## src/rtl/cdb_arbiter.sv

```systemverilog
// cdb_arbiter: grants up to two pending FU results per cycle onto the registered CDB1/CDB2 buses.
// Build option CDB_ARB_RR_EN: defined selects round-robin arbitration; undefined selects fixed priority (FU 0 highest, rr_ptr held at 0).
module cdb_arbiter #(
    parameter int NUM_REQ = 4,
    parameter int PTR_W = 3,
    parameter logic [7:0] TAG_NULL = 8'hFF
) (
    input  logic                    clock,
    input  logic                    reset,
    input  logic                    flush,
    input  logic [NUM_REQ-1:0]      req_valid,
    input  logic [8*NUM_REQ-1:0]    req_tag,
    input  logic [64*NUM_REQ-1:0]   req_value,
    output logic [NUM_REQ-1:0]      grant,
    output logic [7:0]              cdb1_tag_out,
    output logic [63:0]             cdb1_value_out,
    output logic [7:0]              cdb2_tag_out,
    output logic [63:0]             cdb2_value_out,
    output logic [PTR_W-1:0]        rr_ptr_out
);
    logic [PTR_W-1:0] rr_ptr;
    logic [PTR_W-1:0] nxt_ptr;
    logic [NUM_REQ-1:0] elig;
    logic [NUM_REQ-1:0] g1;
    logic [NUM_REQ-1:0] g2;
    logic has1;
    logic has2;
    logic go;
    logic [7:0] tag1;
    logic [7:0] tag2;
    logic [63:0] val1;
    logic [63:0] val2;

    assign go = !reset && !flush;
    assign grant = go ? (g1 | g2) : '0;
    assign rr_ptr_out = rr_ptr;

    // a valid request carrying the null tag is never eligible
    always_comb begin
        elig = '0;
        for (int i = 0; i < NUM_REQ; i++)
            elig[i] = req_valid[i] && (req_tag[8*i +: 8] != TAG_NULL);
    end

    // scan from rr_ptr with wrap; first eligible FU takes CDB1, second takes CDB2
    always_comb begin
        int idx;
        logic [NUM_REQ-1:0] e_sh;
        logic [8*NUM_REQ-1:0] t_sh;
        logic [64*NUM_REQ-1:0] v_sh;
        has1 = 1'b0;
        has2 = 1'b0;
        g1 = '0;
        g2 = '0;
        tag1 = TAG_NULL;
        tag2 = TAG_NULL;
        val1 = '0;
        val2 = '0;
        idx = 0;
        e_sh = '0;
        t_sh = '0;
        v_sh = '0;
        for (int k = 0; k < NUM_REQ; k++) begin
            idx = int'(rr_ptr) + k;
            if (idx >= NUM_REQ) idx = idx - NUM_REQ;
            e_sh = elig >> idx;
            t_sh = req_tag >> (idx * 8);
            v_sh = req_value >> (idx * 64);
            if (e_sh[0] && !has2) begin
                if (!has1) begin
                    has1 = 1'b1;
                    g1 = NUM_REQ'(1) << idx;
                    tag1 = t_sh[7:0];
                    val1 = v_sh[63:0];
                end else begin
                    has2 = 1'b1;
                    g2 = NUM_REQ'(1) << idx;
                    tag2 = t_sh[7:0];
                    val2 = v_sh[63:0];
                end
            end
        end
    end

`ifdef CDB_ARB_RR_EN
    // next pointer sits just past the last FU granted in scan order
    always_comb begin
        logic [NUM_REQ-1:0] last_oh;
        last_oh = has2 ? g2 : g1;
        nxt_ptr = '0;
        for (int i = 0; i < NUM_REQ; i++)
            if (last_oh[i]) nxt_ptr = (i == NUM_REQ - 1) ? '0 : PTR_W'(i + 1);
    end
`else
    assign nxt_ptr = '0;
`endif

    // pointer moves only on a real grant; flush and idle cycles hold it
    always_ff @(posedge clock) begin
        if (reset) rr_ptr <= '0;
        else if (go && has1) rr_ptr <= nxt_ptr;
    end

    // register granted results; an ungranted bus goes null for one cycle
    always_ff @(posedge clock) begin
        if (reset) begin
            cdb1_tag_out <= TAG_NULL;
            cdb1_value_out <= '0;
            cdb2_tag_out <= TAG_NULL;
            cdb2_value_out <= '0;
        end else begin
            cdb1_tag_out <= (go && has1) ? tag1 : TAG_NULL;
            cdb1_value_out <= (go && has1) ? val1 : '0;
            cdb2_tag_out <= (go && has2) ? tag2 : TAG_NULL;
            cdb2_value_out <= (go && has2) ? val2 : '0;
        end
    end
endmodule

```

## config.mk

```make
export PLATFORM = sky130hd
export DESIGN_NAME = cdb_arbiter
export DESIGN_NICKNAME = d
export VERILOG_FILES = /design/src/rtl/cdb_arbiter.sv
export SDC_FILE = /design/constraint.sdc
export NUM_CORES = 1
export LEC_CHECK = 0
export ABC_AREA = 1
export ABC_CLOCK_PERIOD_IN_PS = 3250
export BUFFER_PORTS_ARGS = -buffer_cell sky130_fd_sc_hd__clkbuf_2
export CAP_MARGIN = 20
export CORE_AREA = 2 2 175 177
export CTS_CLUSTER_DIAMETER = 100
export DETAILED_ROUTE_END_ITERATION = 8
export DIE_AREA = 0 0 177 179
export SYNTH_ARGS = -nofsm -noshare
export SYNTH_HDL_FRONTEND = slang
export SYNTH_SLANG_ARGS = --single-unit
```

## constraint.sdc

```tcl
create_clock -name clock -period 3.25 [get_ports clock]
set_input_delay 0.325 -clock clock [delete_from_list [all_inputs] [get_ports clock]]
set_output_delay 0.325 -clock clock [all_outputs]
set_load 0.02 [all_outputs]
```

==> flow_metrics.py <==
metrics = {
    "outcome": {
        "status": "finished clean",
    },
    "logic_synthesis": {
        "synthMostInstantiatedCell": "sky130_fd_sc_hd__nand2_1",
        "synth-edff-count": 0,
        "synthesis.area_sq_mm": 0.00857,
        "yosysTopAreaCellShare": 0.336,
        "dominantRegCellSynth": "sky130_fd_sc_hd__dfxtp_1",
        "yosysTopAreaCell": "sky130_fd_sc_hd__dfxtp_1",
        "syn_area_per_cell_sq_um": 5.75,
        "synth_area_leaders": "sky130_fd_sc_hd__dfxtp_1, sky130_fd_sc_hd__nand2_1, sky130_fd_sc_hd__nor2_1",
        "synth_cells": 1491,
        "ys_async_sr_fraction": 0,
        "commonest_cells_in_the_netlist": "sky130_fd_sc_hd__nand2_1, sky130_fd_sc_hd__nor2_1, sky130_fd_sc_hd__nand3_1",
        "ys_types": 22,
        "synth-seq-cells": 144,
        "yosysSeqAreaShare": 0.336,
        "yosys_warnings": 0,
    },
    "grt": {
        "grt_start_max_net_pins": 68,
        "first_global_vias": 10800,
        "antenna_violations_before_repair": 0,
        "first_pass_grt_wire_length_um": 59800,
        "globalRoute.totalOverflow": 0,
        "grt_usage": 0.244,
    },
    "route": {
        "via_to_cell_ratio": 4.85,
        "vias": 11000,
        "ant_nets": 0,
        "routed_wire_length_per_instance_um": 17.3,
        "drt-initial-drc-count": 805,
        "drc": 0,
        "totalWireLength_um": 39500,
        "drtPass1Iterations": 5,
    },
    "power_and_ir_drop": {
        "power_share_of_the_sequential_group": 0.357,
        "power.combinational.fraction": 0.220,
        "internal_power_mw": 3.58,
        "irDropWorstVdd_uv": 323,
        "power.leakage_nw": 6.31,
        "p_switching_mw": 1.65,
        "swShare": 0.315,
        "clkPwrFrac": 0.423,
        "power-per-cell-area_mw_per_mm2": 449,
    },
    "hold_path": {
        "worstHoldPathType": "input pin to flip-flop",
    },
    "timing": {
        "setup_slack_ps": 778,
        "worst_pin_slew_ps": 1020,
        "timing.hold.ws_ps": 146,
        "worst_slew_margin_rel": 0.316,
        "slew_viol_final": 0,
        "rsz0062_at_grt": "false",
        "share_of_the_cycle_needed_by_the_critical_path_after_routing": 0.760,
        "setup_viol_count_final": 0,
        "fmaxAchievable_mhz": 405,
        "hold_viol": 0,
        "totalNegativeSetupSlack_ps": 0,
        "layout_min_cycle_time_ps": 2470,
    },
    "finish": {
        "num_antenna_cells": 0,
        "synthToLayoutAreaGrowth_pct": 35.9,
        "final_core_utilization": 0.388,
        "post-route-cell-area_sq_mm": 0.0117,
        "drive_gt1_frac": 0.275,
        "nNetsFinal": 2165,
    },
    "floorplan": {
        "core-area_sq_mm": 0.0300,
        "die-width_um": 177,
        "die-area_sq_mm": 0.0317,
        "placementRows": 64,
        "die_height_um": 179,
        "start_util": 0.286,
        "pin_count": 446,
    },
    "cts": {
        "cts_setup_buffers": 0,
        "clockBufferDepth": 2,
        "cts_tree": "built",
        "htree_num_levels": 4,
        "cts-root-buf": "sky130_fd_sc_hd__clkbuf_16",
        "cts-resized-gates": 0,
        "cts.hold.buffers_added": 0,
        "cts-buffers-inserted": 17,
        "clk_pin_slew_worst_paths_ps": 70,
        "cts.sink_count": 144,
    },
    "setup_path": {
        "worst-endpoint-arrival_ps": 2150,
        "critical_path_required_ps": 2920,
        "crit_path_max_fanout": 38,
        "setup.worst_path.class": "input pin to primary output",
        "start_kind": "input pin",
        "critical_path.endpoint_type": "primary output",
    },
    "placed_design": {
        "io_buffer_count": 442,
        "detailedPlace.worstSlack_ps": 641,
        "placed_cell_area_sq_mm": 0.0110,
        "place_congestion": 0.920,
        "post_detail_place_hpwl_um": 28000,
    },
    "job": {
        "timing.max_cap.violations": 0,
    },
}
==> kinds of logic (layout without fill, tap and decap cells) <==
| group | after synthesis | in the layout | synth area share |
|---|---|---|---|
| compound gates | 150 | 150 | 0.0908 |
| buf+inv | 208 | 597 | 0.106 |
| flops | 144 | 144 | 0.336 |
| other cells | 1 | 3 | 0.000437 |
| simple gates | 988 | 988 | 0.466 |
==> cell type report <==
cell class / instances / area [sq um]
Clock buffer: 22 / 474
Clock inverter: 9 / 156
Fill cell: 3363 / 18400
Inverter: 96 / 360
Multi-Input combinational cell: 1141 / 4850
Sequential cell: 144 / 2880
Tap cell: 396 / 495
Timing Repair Buffer: 470 / 2430
==> power by group through the flow <==
stage / Clock, mW / Sequential, mW / Combinational (mW)
floorplan: 0 / 2.00 / 0.559
global placement: 0 / 1.91 / 1.14
detailed placement: 0 / 1.91 / 1.14
CTS: 2.25 / 1.87 / 1.15
global route: 2.32 / 1.87 / 1.27
finish: 2.21 / 1.87 / 1.15
==> worst max-delay path, stage by stage <==
cell and delay, ps:
sky130_fd_sc_hd__clkbuf_2 90, sky130_fd_sc_hd__nand2_1 50, sky130_fd_sc_hd__nor2_1 90, sky130_fd_sc_hd__nand2_1 90, sky130_fd_sc_hd__nand2_4 420, sky130_fd_sc_hd__nor2_2 230
sky130_fd_sc_hd__a21oi_4 210, sky130_fd_sc_hd__nand2_1 240, sky130_fd_sc_hd__nor2_1 180, sky130_fd_sc_hd__clkbuf_2 200
==> routing by layer <==
layer | routed length (um) | GRT usage | vias to the layer above
li1 | - | - | 5411
met1 | 15900 | 0.292 | 5017
met2 | 18700 | 0.413 | 554
met3 | 3810 | 0.0668 | 66
met4 | 1160 | 0.0971 | 0
met5 | 0 | 0 | -
==> sequential cells by signal (all words and copies together), names as in the netlist <==
name and count:
cdb1_value_out 64, cdb2_value_out 64, cdb1_tag_out 8, cdb2_tag_out 8
==> cell usage in the layout, fill, tap and decap left out <==
master,count
sky130_fd_sc_hd__a21oi_1,77
sky130_fd_sc_hd__a21oi_2,1
sky130_fd_sc_hd__a21oi_4,2
sky130_fd_sc_hd__buf_12,1
sky130_fd_sc_hd__buf_4,27
sky130_fd_sc_hd__bufinv_16,4
sky130_fd_sc_hd__clkbuf_1,2
sky130_fd_sc_hd__clkbuf_16,17
sky130_fd_sc_hd__clkbuf_2,442
sky130_fd_sc_hd__clkbuf_8,3
sky130_fd_sc_hd__clkinv_2,1
sky130_fd_sc_hd__clkinv_4,1
sky130_fd_sc_hd__clkinvlp_4,3
sky130_fd_sc_hd__conb_1,3
sky130_fd_sc_hd__dfxtp_1,144
sky130_fd_sc_hd__inv_1,93
sky130_fd_sc_hd__inv_2,3
sky130_fd_sc_hd__nand2_1,420
sky130_fd_sc_hd__nand2_2,2
sky130_fd_sc_hd__nand2_4,3
sky130_fd_sc_hd__nand3_1,213
sky130_fd_sc_hd__nand3_4,1
sky130_fd_sc_hd__nand4_1,1
sky130_fd_sc_hd__nor2_1,341
sky130_fd_sc_hd__nor2_2,1
sky130_fd_sc_hd__nor2_4,3
sky130_fd_sc_hd__o211ai_1,5
sky130_fd_sc_hd__o21ai_0,46
sky130_fd_sc_hd__o21ai_1,19
sky130_fd_sc_hd__or2_2,3
==> metrics by stage <==
step | total power [mW] | instances
2_1_floorplan | 2.56 | 1493
3_3_place_gp | 3.05 | 2247
3_5_place_dp | 3.05 | 2247
4_1_cts | 5.27 | 2278
5_1_grt | 5.47 | 2278
6_report | 5.23 | 2278
==> worst paths after layout <==
path              end        start  slack (ps)  cells after the start
max          grant[3]   req_tag[9]         780                     10
min   cdb1_tag_out[5]  req_tag[29]         150                      3
(Power assumes the default switching activity.)
